--- src/rtl/dds_cfg_ctrl.sv ---
// dds_cfg_ctrl - SPI-fed configuration controller for an FSK DDS.
//
// Parses 7-byte frames {A5, CMD, B0, B1, B2, B3, CHK} that arrive as
// rx_valid/rx_data byte strobes. CHK is the XOR of CMD and the four data
// bytes. CMD 01 loads shadow_f0, CMD 02 loads shadow_f1, and CMD 03 arms a
// commit. An armed commit copies both shadows into the active registers on
// the next accumulator wrap. The key input is also sampled on wraps only, so
// frequency switching stays phase-continuous.
//
// Ports
//   clk        system clock, rising edge
//   rst        asynchronous active-low reset
//   rx_valid   one-cycle strobe, rx_data holds a received byte
//   rx_data    received byte
//   key        FSK select (0 = F0, 1 = F1)
//   acc_wrap   one-cycle strobe on phase-accumulator wrap
//   fword      frequency word to the DDS (registered)
//   fword_upd  one-cycle pulse in the first cycle fword shows a new value
//   tx_data    status {commit_pending, last_frame_ok, busy, err_cnt[4:0]}
//   busy       a frame is in progress
//   err_cnt    saturating count of rejected frames
module dds_cfg_ctrl #(
  parameter int unsigned TIMEOUT_CYC = 30000
) (
  input  logic        clk,
  input  logic        rst,
  input  logic        rx_valid,
  input  logic [7:0]  rx_data,
  input  logic        key,
  input  logic        acc_wrap,
  output logic [31:0] fword,
  output logic        fword_upd,
  output logic [7:0]  tx_data,
  output logic        busy,
  output logic [7:0]  err_cnt
);

  localparam int unsigned TW = (TIMEOUT_CYC > 1) ? $clog2(TIMEOUT_CYC) : 1;
  // The counter value at which this idle cycle is the TIMEOUT_CYC-th one.
  localparam logic [TW-1:0] TMO_LAST = TW'(TIMEOUT_CYC - 1);
  localparam logic [7:0] SYNC = 8'hA5;

  typedef enum logic [2:0] {
    S_IDLE = 3'd0,
    S_CMD  = 3'd1,
    S_D0   = 3'd2,
    S_D1   = 3'd3,
    S_D2   = 3'd4,
    S_D3   = 3'd5,
    S_CHK  = 3'd6
  } state_t;

  // The frame checksum is the XOR of the command byte and the four data bytes.
  function automatic logic [7:0] frame_chk(input logic [7:0] cmd, input logic [31:0] d);
    frame_chk = cmd ^ d[7:0] ^ d[15:8] ^ d[23:16] ^ d[31:24];
  endfunction

  state_t        state_q, state_d;
  logic [TW-1:0] tcnt_q, tcnt_d;
  logic [7:0]    cmd_q, cmd_d;
  logic [31:0]   data_q, data_d;
  logic [31:0]   sh0_q, sh0_d, sh1_q, sh1_d;
  logic [31:0]   act0_q, act0_d, act1_q, act1_d;
  logic          key_q, key_d;
  logic          pend_q, pend_d;
  logic          lfo_q, lfo_d;
  logic [7:0]    err_q, err_d;
  logic [31:0]   fword_q, fword_d;
  logic          upd_q, upd_d;
  logic          busy_q, busy_d;
  logic [7:0]    tx_q, tx_d;
  logic          frame_ok_s, frame_bad_s, commit_s;

  // Next-state logic: parser, timeout, frame actions, commit and key sampling.
  always_comb begin
    state_d     = state_q;
    tcnt_d      = tcnt_q;
    cmd_d       = cmd_q;
    data_d      = data_q;
    sh0_d       = sh0_q;
    sh1_d       = sh1_q;
    act0_d      = act0_q;
    act1_d      = act1_q;
    key_d       = key_q;
    pend_d      = pend_q;
    lfo_d       = lfo_q;
    err_d       = err_q;
    frame_ok_s  = 1'b0;
    frame_bad_s = 1'b0;
    commit_s    = 1'b0;

    if (state_q == S_IDLE) begin
      tcnt_d = '0;
      if (rx_valid && (rx_data == SYNC)) begin
        state_d = S_CMD;
      end else begin
        state_d = S_IDLE;
      end
    end else if (rx_valid) begin
      // An accepted byte wins over a timeout that expires in the same cycle.
      tcnt_d = '0;
      case (state_q)
        S_CMD: begin cmd_d = rx_data;          state_d = S_D0;  end
        S_D0:  begin data_d[7:0]   = rx_data;  state_d = S_D1;  end
        S_D1:  begin data_d[15:8]  = rx_data;  state_d = S_D2;  end
        S_D2:  begin data_d[23:16] = rx_data;  state_d = S_D3;  end
        S_D3:  begin data_d[31:24] = rx_data;  state_d = S_CHK; end
        S_CHK: begin
          state_d = S_IDLE;
          if ((rx_data == frame_chk(cmd_q, data_q)) &&
              (cmd_q >= 8'h01) && (cmd_q <= 8'h03)) begin
            frame_ok_s = 1'b1;
          end else begin
            frame_bad_s = 1'b1;
          end
        end
        default: state_d = S_IDLE;
      endcase
    end else if (tcnt_q == TMO_LAST) begin
      state_d     = S_IDLE;
      tcnt_d      = '0;
      frame_bad_s = 1'b1;
    end else begin
      tcnt_d = tcnt_q + TW'(1);
    end

    if (frame_ok_s) begin
      lfo_d = 1'b1;
      case (cmd_q)
        8'h01:   sh0_d = data_q;
        8'h02:   sh1_d = data_q;
        8'h03:   commit_s = 1'b1;
        default: lfo_d = 1'b1;
      endcase
    end else if (frame_bad_s) begin
      lfo_d = 1'b0;
      if (err_q != 8'hFF) begin
        err_d = err_q + 8'd1;
      end else begin
        err_d = err_q;
      end
    end else begin
      lfo_d = lfo_q;
    end

    // The transfer uses the shadows as they stood before this edge. A commit
    // that completes on the same edge re-arms pending for the next wrap.
    if (acc_wrap) begin
      key_d = key;
      if (pend_q) begin
        act0_d = sh0_q;
        act1_d = sh1_q;
        pend_d = 1'b0;
      end else begin
        pend_d = pend_q;
      end
    end else begin
      key_d = key_q;
    end
    if (commit_s) begin
      pend_d = 1'b1;
    end else begin
      pend_d = pend_d;
    end

    fword_d = key_q ? act1_q : act0_q;
    upd_d   = (fword_d != fword_q);
    busy_d  = (state_d != S_IDLE);
    tx_d    = {pend_d, lfo_d, busy_d, err_d[4:0]};
  end

  // State and registered outputs.
  always_ff @(posedge clk or negedge rst) begin
    if (!rst) begin
      state_q <= S_IDLE;
      tcnt_q  <= '0;
      cmd_q   <= 8'h00;
      data_q  <= 32'h0;
      sh0_q   <= 32'h0;
      sh1_q   <= 32'h0;
      act0_q  <= 32'h0;
      act1_q  <= 32'h0;
      key_q   <= 1'b0;
      pend_q  <= 1'b0;
      lfo_q   <= 1'b0;
      err_q   <= 8'h00;
      fword_q <= 32'h0;
      upd_q   <= 1'b0;
      busy_q  <= 1'b0;
      tx_q    <= 8'h00;
    end else begin
      state_q <= state_d;
      tcnt_q  <= tcnt_d;
      cmd_q   <= cmd_d;
      data_q  <= data_d;
      sh0_q   <= sh0_d;
      sh1_q   <= sh1_d;
      act0_q  <= act0_d;
      act1_q  <= act1_d;
      key_q   <= key_d;
      pend_q  <= pend_d;
      lfo_q   <= lfo_d;
      err_q   <= err_d;
      fword_q <= fword_d;
      upd_q   <= upd_d;
      busy_q  <= busy_d;
      tx_q    <= tx_d;
    end
  end

  assign fword     = fword_q;
  assign fword_upd = upd_q;
  assign tx_data   = tx_q;
  assign busy      = busy_q;
  assign err_cnt   = err_q;

endmodule
--- config.mk ---
export PLATFORM = sky130hd
export DESIGN_NAME = dds_cfg_ctrl
export DESIGN_NICKNAME = d
export VERILOG_FILES = /design/src/rtl/dds_cfg_ctrl.sv
export SDC_FILE = /design/constraint.sdc
export NUM_CORES = 1
export LEC_CHECK = 0
export CAP_MARGIN = 10
export CORE_MARGIN = 3
export CORE_UTILIZATION = 30
export DETAILED_ROUTE_END_ITERATION = 12
export DONT_BUFFER_PORTS = 1
export PLACE_DENSITY = 0.46
export SYNTH_ARGS = -nofsm -noshare
export SYNTH_HDL_FRONTEND = slang
export SYNTH_SLANG_ARGS = --single-unit
--- constraint.sdc ---
create_clock -name clk -period 5.01 [get_ports clk]
set_input_delay 0.501 -clock clk [delete_from_list [all_inputs] [get_ports clk]]
set_output_delay 0.501 -clock clk [all_outputs]
set_load 0.01 [all_outputs]
# Word-level counts from Yosys, hierarchy flattened
# Index checks and enable logic that the tools add are counted.
# word_totals
romBits,0
latch_bits,0
n_memories,0
mem_bits_rw,0
output_inout_bits,50
in_bits,13
ff_bits,239
word_cells,85
# op_classes
bitwise,6
shift,0
mux,27
order_cmp,2
n_reduce_logical,14
n_addsub,2
eq_ne,14
div,0
multipliers,0
# ops
cell,count
15-bit two-way mux,3
32-bit two-way mux,1
32-bit != test,1
8-bit bitwise XOR,4
3-bit AND reduction,6
"8-bit by 2-bit equality test with 1-bit output, second input constant",2
1-bit two-way mux,16
"15-bit by 1-bit adder with 15-bit output, second input constant",1
"15-bit equality test, second input constant",1
5-bit two-way mux,3
3-bit one-hot mux with 5 select lines,1
"3-bit equality test, second input constant",3
3-bit two-way mux,3
"8-bit by 1-bit adder with 8-bit output, second input constant",1
"8-bit by 1-bit equality test with 1-bit output, second input constant",1
8-bit equality test,1
"8-bit equality test, second input constant",1
"8-bit by 1-bit greater-or-equal comparator with 1-bit output, second input constant",1
"8-bit by 2-bit <= comparator with 1-bit output, second input constant",1
"8-bit != test, second input constant",1
"3-bit by 2-bit equality test with 1-bit output, second input constant",2
2-bit AND reduction,3
"3-bit by 1-bit equality test with 1-bit output, second input constant",1
1-bit logical AND,3
other kinds (3),4

# Logic depth before layout (Yosys ltp)
# logic_depth
depth_word,13
mapped_depth,8

# Least setup slack after synthesis
# Ideal clock, no wire load.
# synth_timing
kind,input -> register
startpoint,input port rx_data[0]
endpoint,register sh1_q[10]
path_slack_ns,2.568
path_buffers,1
t_required_ns,4.885
t_arrival_ns,2.317
stages,7
setup_ns,0.125
cell_sequence,xnor2_1 -> xnor3_1 -> nor4_4 -> nand3_4 -> nor3_2 -> buf_4 -> mux2_2
# synth_between
elab_chain_len,8
# synth_rtl
item,line_no,rtl
"start, declared",28,"input logic [7:0] rx_data,"
8-bit equality test,110,"if ((rx_data == frame_chk(cmd_q, data_q)) &&"
1-bit logical AND,110,
1-bit logical AND,111,(cmd_q >= 8'h01) && (cmd_q <= 8'h03)) begin
1-bit two-way mux,110,
1-bit two-way mux,102,case (state_q)
1-bit two-way mux,99,end else if (rx_valid) begin
1-bit two-way mux,92,if (state_q == S_IDLE) begin
2-bit AND reduction (no source line),--,
"end signal, assigned",180,sh1_q <= 32'h0;
"end signal, assigned",197,sh1_q <= sh1_d;
"end, declared",62,"logic [31:0] sh0_q, sh0_d, sh1_q, sh1_d;"
# Every way passes these cells.
# A chain may end at the register's enable or synchronous reset.

# Worst setup path after layout
# layout_timing
startpoint,register key_q
endpoint,register upd_q (netlist: fword_upd)
# layout_between
elab_chain_len,2
# layout_rtl
item,line_no,rtl
"start, declared",64,"logic key_q, key_d;"
"start signal, assigned",200,key_q <= key_d;
32-bit two-way mux,166,fword_d = key_q ? act1_q : act0_q;
named net fword_d[5],68,"logic [31:0] fword_q, fword_d;"
32-bit != test,167,upd_d = (fword_d != fword_q);
named net upd_d,69,"logic upd_q, upd_d;"
"end signal, assigned",205,upd_q <= upd_d;
"end, declared",69,
# The timed path passes the listed nets, and every way through them passes these cells.

==> key figures <==
Outcome
  • Status: complete, but fails checks
  • Violated checks: hold timing

Critical path
  • Worst EP arrival: 3.54 ns
  • Worst Setup Start Kind: flop
  • Worst Setup End Kind: flop
  • Critical Path RT: ~5.3 ns
  • Worst Path Max Fanout: 19
  • Worst setup path category: reg2reg

Clocking
  • Total CTS buffers: 26
  • Post-cts repair resize count: 0
  • Bufs on Longest Clock Path: 3
  • Clock transition at the registers of the reported paths: about 0.06 ns
  • Clk root buf: clkbuf_16
  • Sink Count: 231
  • CTS tree: built
  • Clock latency at the later pin of the worst-skew pair: around 0.52 ns
  • CTS H-Tree Depth: 1
  • Setup bufs post-CTS: 0

Timing
  • Final hold vios: 231
  • Fin crit period: 3.21 ns
  • Worst Tran Pin Value: 0.970 ns
  • Slew Limit Fails: 0
  • Final setup skew: 0.00927 ns
  • Final critical-path setup slack: 1.80 ns
  • WHS: -0.323 ns
  • # setup viols final: 0
  • Setup TNS: 0 ns
  • Achievable Freq: 312 MHz
  • RSZ-0062 raised after global routing: false
  • Crit share post-route: 64.1%
  • Slew margin rel.: 34.7%

Power and ir drop
  • Peak supply drop: ~240 µV
  • Leak: 5.55 nW
  • Total power: 4.07 mW
  • P per Cell Area: 362 nW/µm²

Placement
  • IO Port Bufs: 0
  • Gpl congestion: around 0.75
  • Post-DP HPWL: 14,200 µm
  • DP Area: roughly 10,000 µm²
  • Placement Setup Slack: 1.61 ns

Synth
  • Syn_area_per_cell: 14.4 µm²
  • FFs w/ async S/R, synth: 100%
  • Post-synthesis sequential area ratio: 58.5%
  • Mapped Nets: 704
  • YS warnings: 0
  • #FFs+latches synth: about 230
  • Syn Inst Count: 688
  • Post-synth EDFFs: 0
  • Netlist cell types: 43
  • Synth area leader: dfrtp_1
  • Top-count cell post-synth: dfrtp_1
  • Post-Syn Area: 9890 µm²
  • Synth top area share: 58.5%
  • Post-synth top cells: 231 x dfrtp_1, 170 x mux2_2, 44 x xnor2_1
  • Post-synth top flop: dfrtp_1
  • Top cells by area, synth: dfrtp_1 58%, mux2_2 19%, xnor2_1 3.9%

Routing
  • DR vias: 5,347
  • WL/cell: 18.7 µm
  • Initial drt markers: 172
  • Overall routed net length: 21,300 µm
  • Vias/cell: 4.68
  • ANT nets after route: 0
  • DRT Pass-1 Iters: 4
  • Remaining DRCs: 0

Finish
  • Design area: 11,200 µm²
  • Layout cells sized above 1: about a third
  • Fillers: roughly 3,100
  • Antenna Cells: 0
  • Nets@finish: 704
  • Area Growth Syn to Fin: 13.7%

Die
  • Core area: 32,000 µm²
  • Row count: 65
  • Die W: 188 µm
  • IO Pins: 63
  • Die Ht: 188 µm
  • Die ar.: 35,200 µm²
  • Initial Util: between 30 and 40%

Global routing
  • Initial antenna violation count: 1
  • Largest net degree at the start of global routing: 232
  • Vias in the first global route: 5,742
  • GRT Resource Usage Total: about an eighth
  • Gr ovfl total: 0
  • Global-route wire length before repair: 33,900 µm

Worst hold path
  • Hold Crit Class: in2async

Flow run
  • Max-cap violations: 0
## sequential cells by signal, indices dropped and copies added (netlist names), 8 cells and up
name / flops
act1_q: 32
sh1_q: 32
tcnt_q: 15
act0_q: 32
fword: 32
sh0_q: 32
cmd_q: 8
data_q: 32
## per-layer routing
metal | GRT usage [%] | vias to the layer above | wire length (µm)
met5 | 0 | - | 0
met4 | 2.86 | 0 | 441
met3 | 2.97 | 34 | 1040
met2 | 19.5 | 91 | 9990
met1 | 16.7 | 2803 | 9880
li1 | - | 2419 | -
## cell families after synthesis
logic type / synth area share (%)
AO/OA/AOI/OAI: 1.56
adder cells (fa/ha/maj): 0.380
XOR/XNOR: 8.11
flip-flops: 58.5
buffers and inverters: 2.25
AND/OR/NAND/NOR: 6.23
multiplexers: 23.0
## critical path: stages (launching register included)
cell      delay, ns
dfrtp_1        0.84
buf_4          0.45
mux2_2         0.42
xnor2_1        0.40
nand4b_1       0.15
nor4_1         0.53
nand4_1        0.22
## final timing paths
check                                      startpoint               endpoint  slack [ns]  depth (start not counted)
worst max-delay path                key_q$_DFFE_PN0P_    fword_upd$_DFF_PN0_        1.80                          6
worst min-delay path                              rst    fword[21]$_DFF_PN0_       -0.32                          0
worst max register to register      key_q$_DFFE_PN0P_    fword_upd$_DFF_PN0_        1.80                          6
worst min register to register  sh0_q[12]$_DFFE_PN0P_  sh0_q[12]$_DFFE_PN0P_        0.48                          1
max in group asynchronous                         rst    fword[11]$_DFF_PN0_        5.02                          0
min in group clk                             acc_wrap       pend_q$_DFF_PN0_        0.09                          1
## metrics by stage
stage | instances | util, %
after CTS | 1143 | 35.1
final | 1143 | 35.1
after global routing | 1143 | 35.1
after floorplan | 688 | -
after global placement | 1095 | 32.1
after detailed placement | 1095 | 32.1
## final cells by class
| class | count | area, µm² | area share [%] |
|---|---|---|---|
| clock buffers | 42 | 812 | 7.22 |
| clock inverters | 6 | 130 | 1.16 |
| inverters | 13 | 48.8 | 0.434 |
| multi-input cells | 412 | 3900 | 34.7 |
| flip-flops and latches | 231 | 5780 | 51.4 |
| well taps | 435 | 544 | 4.84 |
| repair buffers | 4 | 30.0 | 0.267 |
## cells in the final DEF (no fill, tap or decap), drive strengths merged, types with 3 or more instances in the layout
cell type	n
o2111ai	3
buf	4
nor4	7
and3	8
clkbuf	42
xnor3	8
dfrtp	231
o21ai	7
mux2	202
nand4	5
nor2	31
nand2	14
nor3	8
nor2b	4
ha	3
bufinv	4
nand4b	5
inv	13
xor2	27
nand3	9
xnor2	44
## report_power, final
group | internal (mW) | total (mW) | leakage, nW | switching (mW)
clock network | 1.31 | 2.04 | 0.463 | 0.737
logic | 0.0685 | 0.112 | 1.87 | 0.0435
registers | 1.88 | 1.91 | 3.21 | 0.0295
total | 3.26 | 4.07 | 5.55 | 0.810
No activity file was read; power rests on OpenSTA's default activity.
